## src/rtl/ttl_sync_pkg.sv

```systemverilog
// Shared helpers for the synchronous TTL-style models: the width helper and the
// reset value of the Cen edge detector.
package ttl_sync_pkg;

  // Reset to 1 so a Cen already high at reset release does not look like an edge.
  localparam logic LAST_CEN_RST = 1'b1;

  function automatic int CLOG2(input int value);
    int r;
    int v;
    r = 0;
    v = value - 1;
    while (v > 0) begin
      r++;
      v = v >>> 1;
    end
    return r;
  endfunction

endpackage

```

## src/rtl/ttl_pixel_shifter_sync_if.sv

```systemverilog
// Data and control bundle for the pixel shifter: counter-decoded controls and ROM
// data in, serial pixel and status out.
interface ttl_pixel_shifter_sync_if #(
  parameter int WIDTH  = 8,
  parameter int PLANES = 2
);
  logic                      Cen;
  logic                      Latch_en;
  logic                      Load_bar;
  logic                      Clk_inh;
  logic                      Flip;
  logic [WIDTH*PLANES-1:0]   D;
  logic [PLANES-1:0]         Pix;
  logic                      Empty;
  logic                      Underrun;

  modport master (
    output Cen, Latch_en, Load_bar, Clk_inh, Flip, D,
    input  Pix, Empty, Underrun
  );

  modport slave (
    input  Cen, Latch_en, Load_bar, Clk_inh, Flip, D,
    output Pix, Empty, Underrun
  );
endinterface

```

## src/rtl/ttl_cen_edge.sv

```systemverilog
// Rising-edge detector for the shared pixel clock enable; every action in the
// *_sync TTL models happens on E only.
module ttl_cen_edge
  import ttl_sync_pkg::*;
(
  input  logic Clk,
  input  logic Rst,
  input  logic Cen,
  output logic E
);

  logic last_cen;

  // NOTE: sequential state uses non-blocking assignments so every flop samples
  // pre-edge values, exactly like the real parts sharing one clock.
  always_ff @(posedge Clk) begin
    if (Rst) last_cen <= LAST_CEN_RST;
    else     last_cen <= Cen;
  end

  assign E = Cen & ~last_cen;

endmodule

```

## src/rtl/ttl_pixel_shifter_sync.sv

```systemverilog
// 74LS273 holding latch feeding one 74LS166-style PISO shifter per bitplane,
// advanced on Cen rising edges and reloaded by the counter's inverted carry.
module ttl_pixel_shifter_sync
  import ttl_sync_pkg::*;
#(
  parameter int WIDTH  = 8,
  parameter int PLANES = 2
) (
  input  logic Clk,
  input  logic Rst,
  ttl_pixel_shifter_sync_if.slave bus
);

  localparam int CW = CLOG2(WIDTH + 1);
  localparam logic [CW-1:0] CNT_FULL = CW'(WIDTH);

  logic          e;
  logic          latch_ev;
  logic          load_ev;
  logic          shift_ev;
  logic          flip_q;
  logic [CW-1:0] cnt;
  logic          empty;
  logic          underrun_q;

  ttl_cen_edge u_cen_edge (
    .Clk (Clk),
    .Rst (Rst),
    .Cen (bus.Cen),
    .E   (e)
  );

  // Clock inhibit gates load and shift but never the holding latch.
  assign latch_ev = e & bus.Latch_en;
  assign load_ev  = e & ~bus.Clk_inh & ~bus.Load_bar;
  assign shift_ev = e & ~bus.Clk_inh &  bus.Load_bar;
  assign empty    = (cnt == CNT_FULL);

  always_ff @(posedge Clk) begin
    if (Rst) begin
      flip_q     <= 1'b0;
      cnt        <= CNT_FULL;
      underrun_q <= 1'b0;
    end else begin
      underrun_q <= shift_ev & empty;
      if (load_ev) begin
        flip_q <= bus.Flip;
        cnt    <= '0;
      end else if (shift_ev && !empty) begin
        cnt <= cnt + CW'(1);
      end
    end
  end

  for (genvar p = 0; p < PLANES; p++) begin : g_plane
    logic [WIDTH-1:0] hold_q;
    logic [WIDTH-1:0] shift_q;

    // Load reads hold_q before this edge's latch, giving the fetch pipeline.
    always_ff @(posedge Clk) begin
      if (Rst) begin
        hold_q  <= '0;
        shift_q <= '0;
      end else begin
        if (latch_ev) hold_q <= bus.D[p*WIDTH +: WIDTH];
        if (load_ev)
          shift_q <= hold_q;
        else if (shift_ev)
          shift_q <= flip_q ? {1'b0, shift_q[WIDTH-1:1]} : {shift_q[WIDTH-2:0], 1'b0};
      end
    end

    assign bus.Pix[p] = flip_q ? shift_q[0] : shift_q[WIDTH-1];
  end

  assign bus.Empty    = empty;
  assign bus.Underrun = underrun_q;

endmodule

```

## src/flat_wrapper.sv

```systemverilog
// flat-port wrapper written by rule: the top's interface ports become plain ports
module ttl_pixel_shifter_sync_flat import ttl_sync_pkg::*;
#(
  parameter int WIDTH  = 8,
  parameter int PLANES = 2
)
  (Clk, Rst, bus_Cen, bus_Latch_en, bus_Load_bar, bus_Clk_inh, bus_Flip, bus_D, bus_Pix, bus_Empty, bus_Underrun);
  ttl_pixel_shifter_sync_if #(.WIDTH(WIDTH), .PLANES(PLANES)) bus_i ();
  input  logic Clk;
  input  logic Rst;
  input wire logic [$bits(bus_i.Cen)-1:0] bus_Cen;
  input wire logic [$bits(bus_i.Latch_en)-1:0] bus_Latch_en;
  input wire logic [$bits(bus_i.Load_bar)-1:0] bus_Load_bar;
  input wire logic [$bits(bus_i.Clk_inh)-1:0] bus_Clk_inh;
  input wire logic [$bits(bus_i.Flip)-1:0] bus_Flip;
  input wire logic [$bits(bus_i.D)-1:0] bus_D;
  output wire logic [$bits(bus_i.Pix)-1:0] bus_Pix;
  output wire logic [$bits(bus_i.Empty)-1:0] bus_Empty;
  output wire logic [$bits(bus_i.Underrun)-1:0] bus_Underrun;
  assign bus_i.Cen = bus_Cen;
  assign bus_i.Latch_en = bus_Latch_en;
  assign bus_i.Load_bar = bus_Load_bar;
  assign bus_i.Clk_inh = bus_Clk_inh;
  assign bus_i.Flip = bus_Flip;
  assign bus_i.D = bus_D;
  assign bus_Pix = bus_i.Pix;
  assign bus_Empty = bus_i.Empty;
  assign bus_Underrun = bus_i.Underrun;
  ttl_pixel_shifter_sync #(.WIDTH(WIDTH), .PLANES(PLANES)) u_core (.Clk(Clk), .Rst(Rst), .bus(bus_i));
endmodule
```

## config.mk

```make
export PLATFORM = sky130hd
export DESIGN_NAME = ttl_pixel_shifter_sync_flat
export DESIGN_NICKNAME = d
export VERILOG_FILES = /design/src/rtl/ttl_sync_pkg.sv /design/src/rtl/ttl_pixel_shifter_sync_if.sv /design/src/rtl/ttl_cen_edge.sv /design/src/rtl/ttl_pixel_shifter_sync.sv /design/src/flat_wrapper.sv
export SDC_FILE = /design/constraint.sdc
export NUM_CORES = 1
export LEC_CHECK = 0
export CAP_MARGIN = 20
export CORE_MARGIN = 8
export CORE_UTILIZATION = 40
export DETAILED_ROUTE_END_ITERATION = 10
export PLACE_DENSITY = 0.68
export SYNTH_ARGS = -nofsm -noshare
export SYNTH_HDL_FRONTEND = slang
export SYNTH_HIERARCHICAL = 1
export SYNTH_SLANG_ARGS = --single-unit
export TNS_END_PERCENT = 30
```

## constraint.sdc

```tcl
create_clock -name Clk -period 1.7 [get_ports Clk]
set_input_delay 0.425 -clock Clk [delete_from_list [all_inputs] [get_ports Clk]]
set_output_delay 0.425 -clock Clk [all_outputs]
set_load 0.01 [all_outputs]
```

==> results_dict.tcl <==
set metrics [dict create \
    io_buffers 26 \
    clock-sinks 39 \
    clock_skew_ns 0.00443 \
    rsz0062_at_grt "false" \
    htree_num_levels 2 \
    worstHoldStart "u_core/g_plane[0].hold_q[0]$_SDFFE_PP0P_" \
    clk_latency_ns 0.28 \
    hold_buffers 0 \
    ys_async_sr_fraction_pct 0 \
    die_h_um 83.3 \
    cp_top_family "flip-flops" \
    period_needed_ns 1.65 \
    core-area_sq_um 4350 \
    num_vias 1521 \
    overflow 0 \
    drive_gt1_share_pct 13.9 \
    ys_seq_area_share_pct 43.1 \
    synth_top_area_cell "dfxtp_1" \
    rows 24 \
    p_leak_nw 0.766 \
    nNetsFinal 270 \
    period_share_pct 96.9 \
    grt_busiest_layer "met2" \
    synthDistinctLibCells 34 \
    cts_buffers 5 \
    tns_ns 0 \
    syn_area_sq_um 1810 \
    ys_top_cells_by_area "dfxtp_1, nand2_1, a21oi_1" \
    hold_depth 2 \
    cts_resized 9 \
    reg2reg_depth 6 \
    ant_nets 0 \
    cts_tree "built" \
    dp_hpwl_um 2620 \
    syn_inst 215 \
    ios 27 \
    worstSetupStartpointType "register" \
    status "completed" \
    ys_ff_latch 39 \
    fill_cells 430 \
    grt_pass1_wl_um 6560 \
    path_clk_slew_ns 0.07 \
    p_per_area_nw_per_um2 736 \
    post-cts-setup-buffers 0 \
    drcViolationCount 0 \
    synth_edf_count 0 \
    start_util_pct 41.6 \
    max_stage_delay_ns 0.37 \
    grt_use_total_pct 11.1 \
    cap_viol_max_count 0 \
    die_w_um 83.3 \
    synth_warnings 6 \
    pre_cts_ws_ns -0.317 \
    rr_endpoint "u_core/cnt[2]$_SDFFE_PP0P_" \
    postSynthNetCount 240 \
    finalSetupViolations 0 \
    dieArea_sq_um 6930 \
    ir_drop_mv 0.400 \
    hold_class "register to register" \
    via_per_inst 5.14 \
    drv_slew 0 \
    diodes 0 \
    synth-main-ff-cell "dfxtp_1" \
    crit_fanout 4 \
    area_growth_pct 24.9 \
    fmax_ghz 0.607 \
    gp_congestion 0.761 \
    dr.pass1.iters 4 \
    worstPathRequired_ns 1.27 \
    grt_pass1_vias 1443 \
    setup_slack_ns 0.0534 \
    met3_usage_pct 4.30 \
    grt_use_met1_pct 13.1 \
    grt_max_degree 40 \
    wl_per_cell_um 12.8 \
    grt_use_met2_pct 18.2 \
    avgSynthCellArea_sq_um 8.42 \
    clockRootBuffer "clkbuf_8" \
    r2r_start "u_core/cnt[0]$_SDFFE_PP0P_" \
    worstSetupPathType "register to output port" \
    worst_slew_pin_slew_ns 0.223 \
    drt_wl_total_um 3800 \
    slew_headroom_pct 85.0 \
    drt_iter0_drc 95 \
    slowest_stage "dfxtp_4" \
    arrival_ns 1.22 \
    finalHoldViolCount 0 \
    crit_chain "mux2_2 -> clkdlybuf4s15_1" \
    crit_path_end_kind "output port" \
    clk_path_buf_depth 2 \
    antenna_found_initial 0 \
    synth_top_area_share_pct 43.1 \
    rrSetupSlack_ns 0.29 \
    holdPathEnd "u_core/g_plane[0].hold_q[0]$_SDFFE_PP0P_" \
    critical_path_buf_inv_count 1 \
]
[state kept, by name (all words and copies together), names as in the netlist]
name and cells:
u_core/bus.Underrun 1, u_core/cnt 4, u_core/flip_q 1, u_core/g_plane.hold_q 16, u_core/g_plane.shift_q 16, u_core/u_cen_edge/last_cen 1
[where the power goes]
part | leakage [nW] | internal (W) | switching (W) | total [W]
sequential | 0.316 | 0.000928 | 0.0000106 | 0.000939
combinational | 0.413 | 0.0000896 | 0.0000704 | 0.000160
clock | 0.0371 | 0.000273 | 0.000293 | 0.000566
[Yosys cell counts (2+ instances only)]
library cell	number
a311oi_1	2
nand2_1	47
nand3b_1	3
nor2_1	14
a21oi_1	33
inv_1	2
a31oi_1	2
buf_6	3
buf_2	4
nor3_1	3
mux2_2	2
mux2i_1	12
clkbuf_1	8
or3b_2	2
nor2b_1	4
nand3_1	3
dfxtp_1	39
o21ai_0	4
a211o_1	12
ha_1	2
[worst max-delay path by stage]
stage                               startpoint                                   endpoint  slack (ns)  cells past startpoint
finish              u_core/flip_q$_SDFFE_PP0P_                                 bus_Pix[1]        0.05                      2
global route        u_core/flip_q$_SDFFE_PP0P_                                 bus_Pix[1]       0.006                      2
CTS                 u_core/cnt[1]$_SDFFE_PP0P_                                  bus_Empty       0.004                      5
detailed placement                     bus_Cen                 u_core/cnt[2]$_SDFFE_PP0P_       -0.32                      5
global placement                       bus_Cen                 u_core/cnt[2]$_SDFFE_PP0P_       -0.30                      5
floorplan                              bus_Cen  u_core/g_plane[0].shift_q[0]$_SDFFE_PP0P_        0.22                      6
[cells by family (layout without fill, tap and decap cells)]
family	Yosys count	count (layout)	synth area share (%)
and+or+nand+nor	87	87	23.4
AOI/OAI and AO/OA	53	53	17.7
DFF	39	39	43.1
buffers and inverters	20	49	6.50
muxes	14	14	7.88
adders and majority gates	2	2	1.38
[worst min-delay path: cells and delay by family (launching register included)]
| family | cells | cell delay, ns |
|---|---|---|
| AO/OA/AOI/OAI | 1 | 0.05 |
| flip-flops | 1 | 0.31 |
| AND/OR/NAND/NOR | 1 | 0.05 |
[area by class of cell]
cell class,count,area [sq um],share of cell area (%)
clock buffer,6,72.6,3.21
inverter,3,11.3,0.498
multi-input combinational,156,922,40.8
sequential,39,785,34.7
tap,52,65.1,2.88
timing repair buffer,40,405,17.9
[placed cells by master, fill, tap and decap left out, types with 3 or more instances in the layout]
cell | synthesis | final
a211o_1 | 12 | 12
a21oi_1 | 33 | 33
buf_12 | 0 | 4
buf_4 | 0 | 10
clkbuf_8 | 1 | 5
clkdlybuf4s50_1 | 0 | 23
dfxtp_1 | 39 | 38
mux2i_1 | 12 | 12
nand2_1 | 47 | 47
nand3_1 | 3 | 3
nand3b_1 | 3 | 3
nor2_1 | 14 | 14
nor2b_1 | 4 | 3
nor3_1 | 3 | 3
o21ai_0 | 4 | 4
[metrics by stage]
step	hold WS (ns)	instances	area [sq um]	power, W	utilization [%]
4_1_cts	0.459	296	2260	0.00168	52.0
6_report	0.456	296	2260	0.00166	51.9
2_1_floorplan	0.432	215	1810	0.00104	-
3_5_place_dp	0.449	290	2180	0.00112	50.2
3_3_place_gp	0.440	290	2180	0.00112	50.2
5_1_grt	0.476	296	2260	0.00175	51.9
[metal layers]
| layer | routed length (um) | vias up |
|---|---|---|
| li1 | - | 793 |
| met1 | 1790 | 704 |
| met2 | 1810 | 19 |
| met3 | 150 | 5 |
| met4 | 40 | 0 |
| met5 | 0 | - |
No activity file was read; power rests on OpenSTA's default activity.
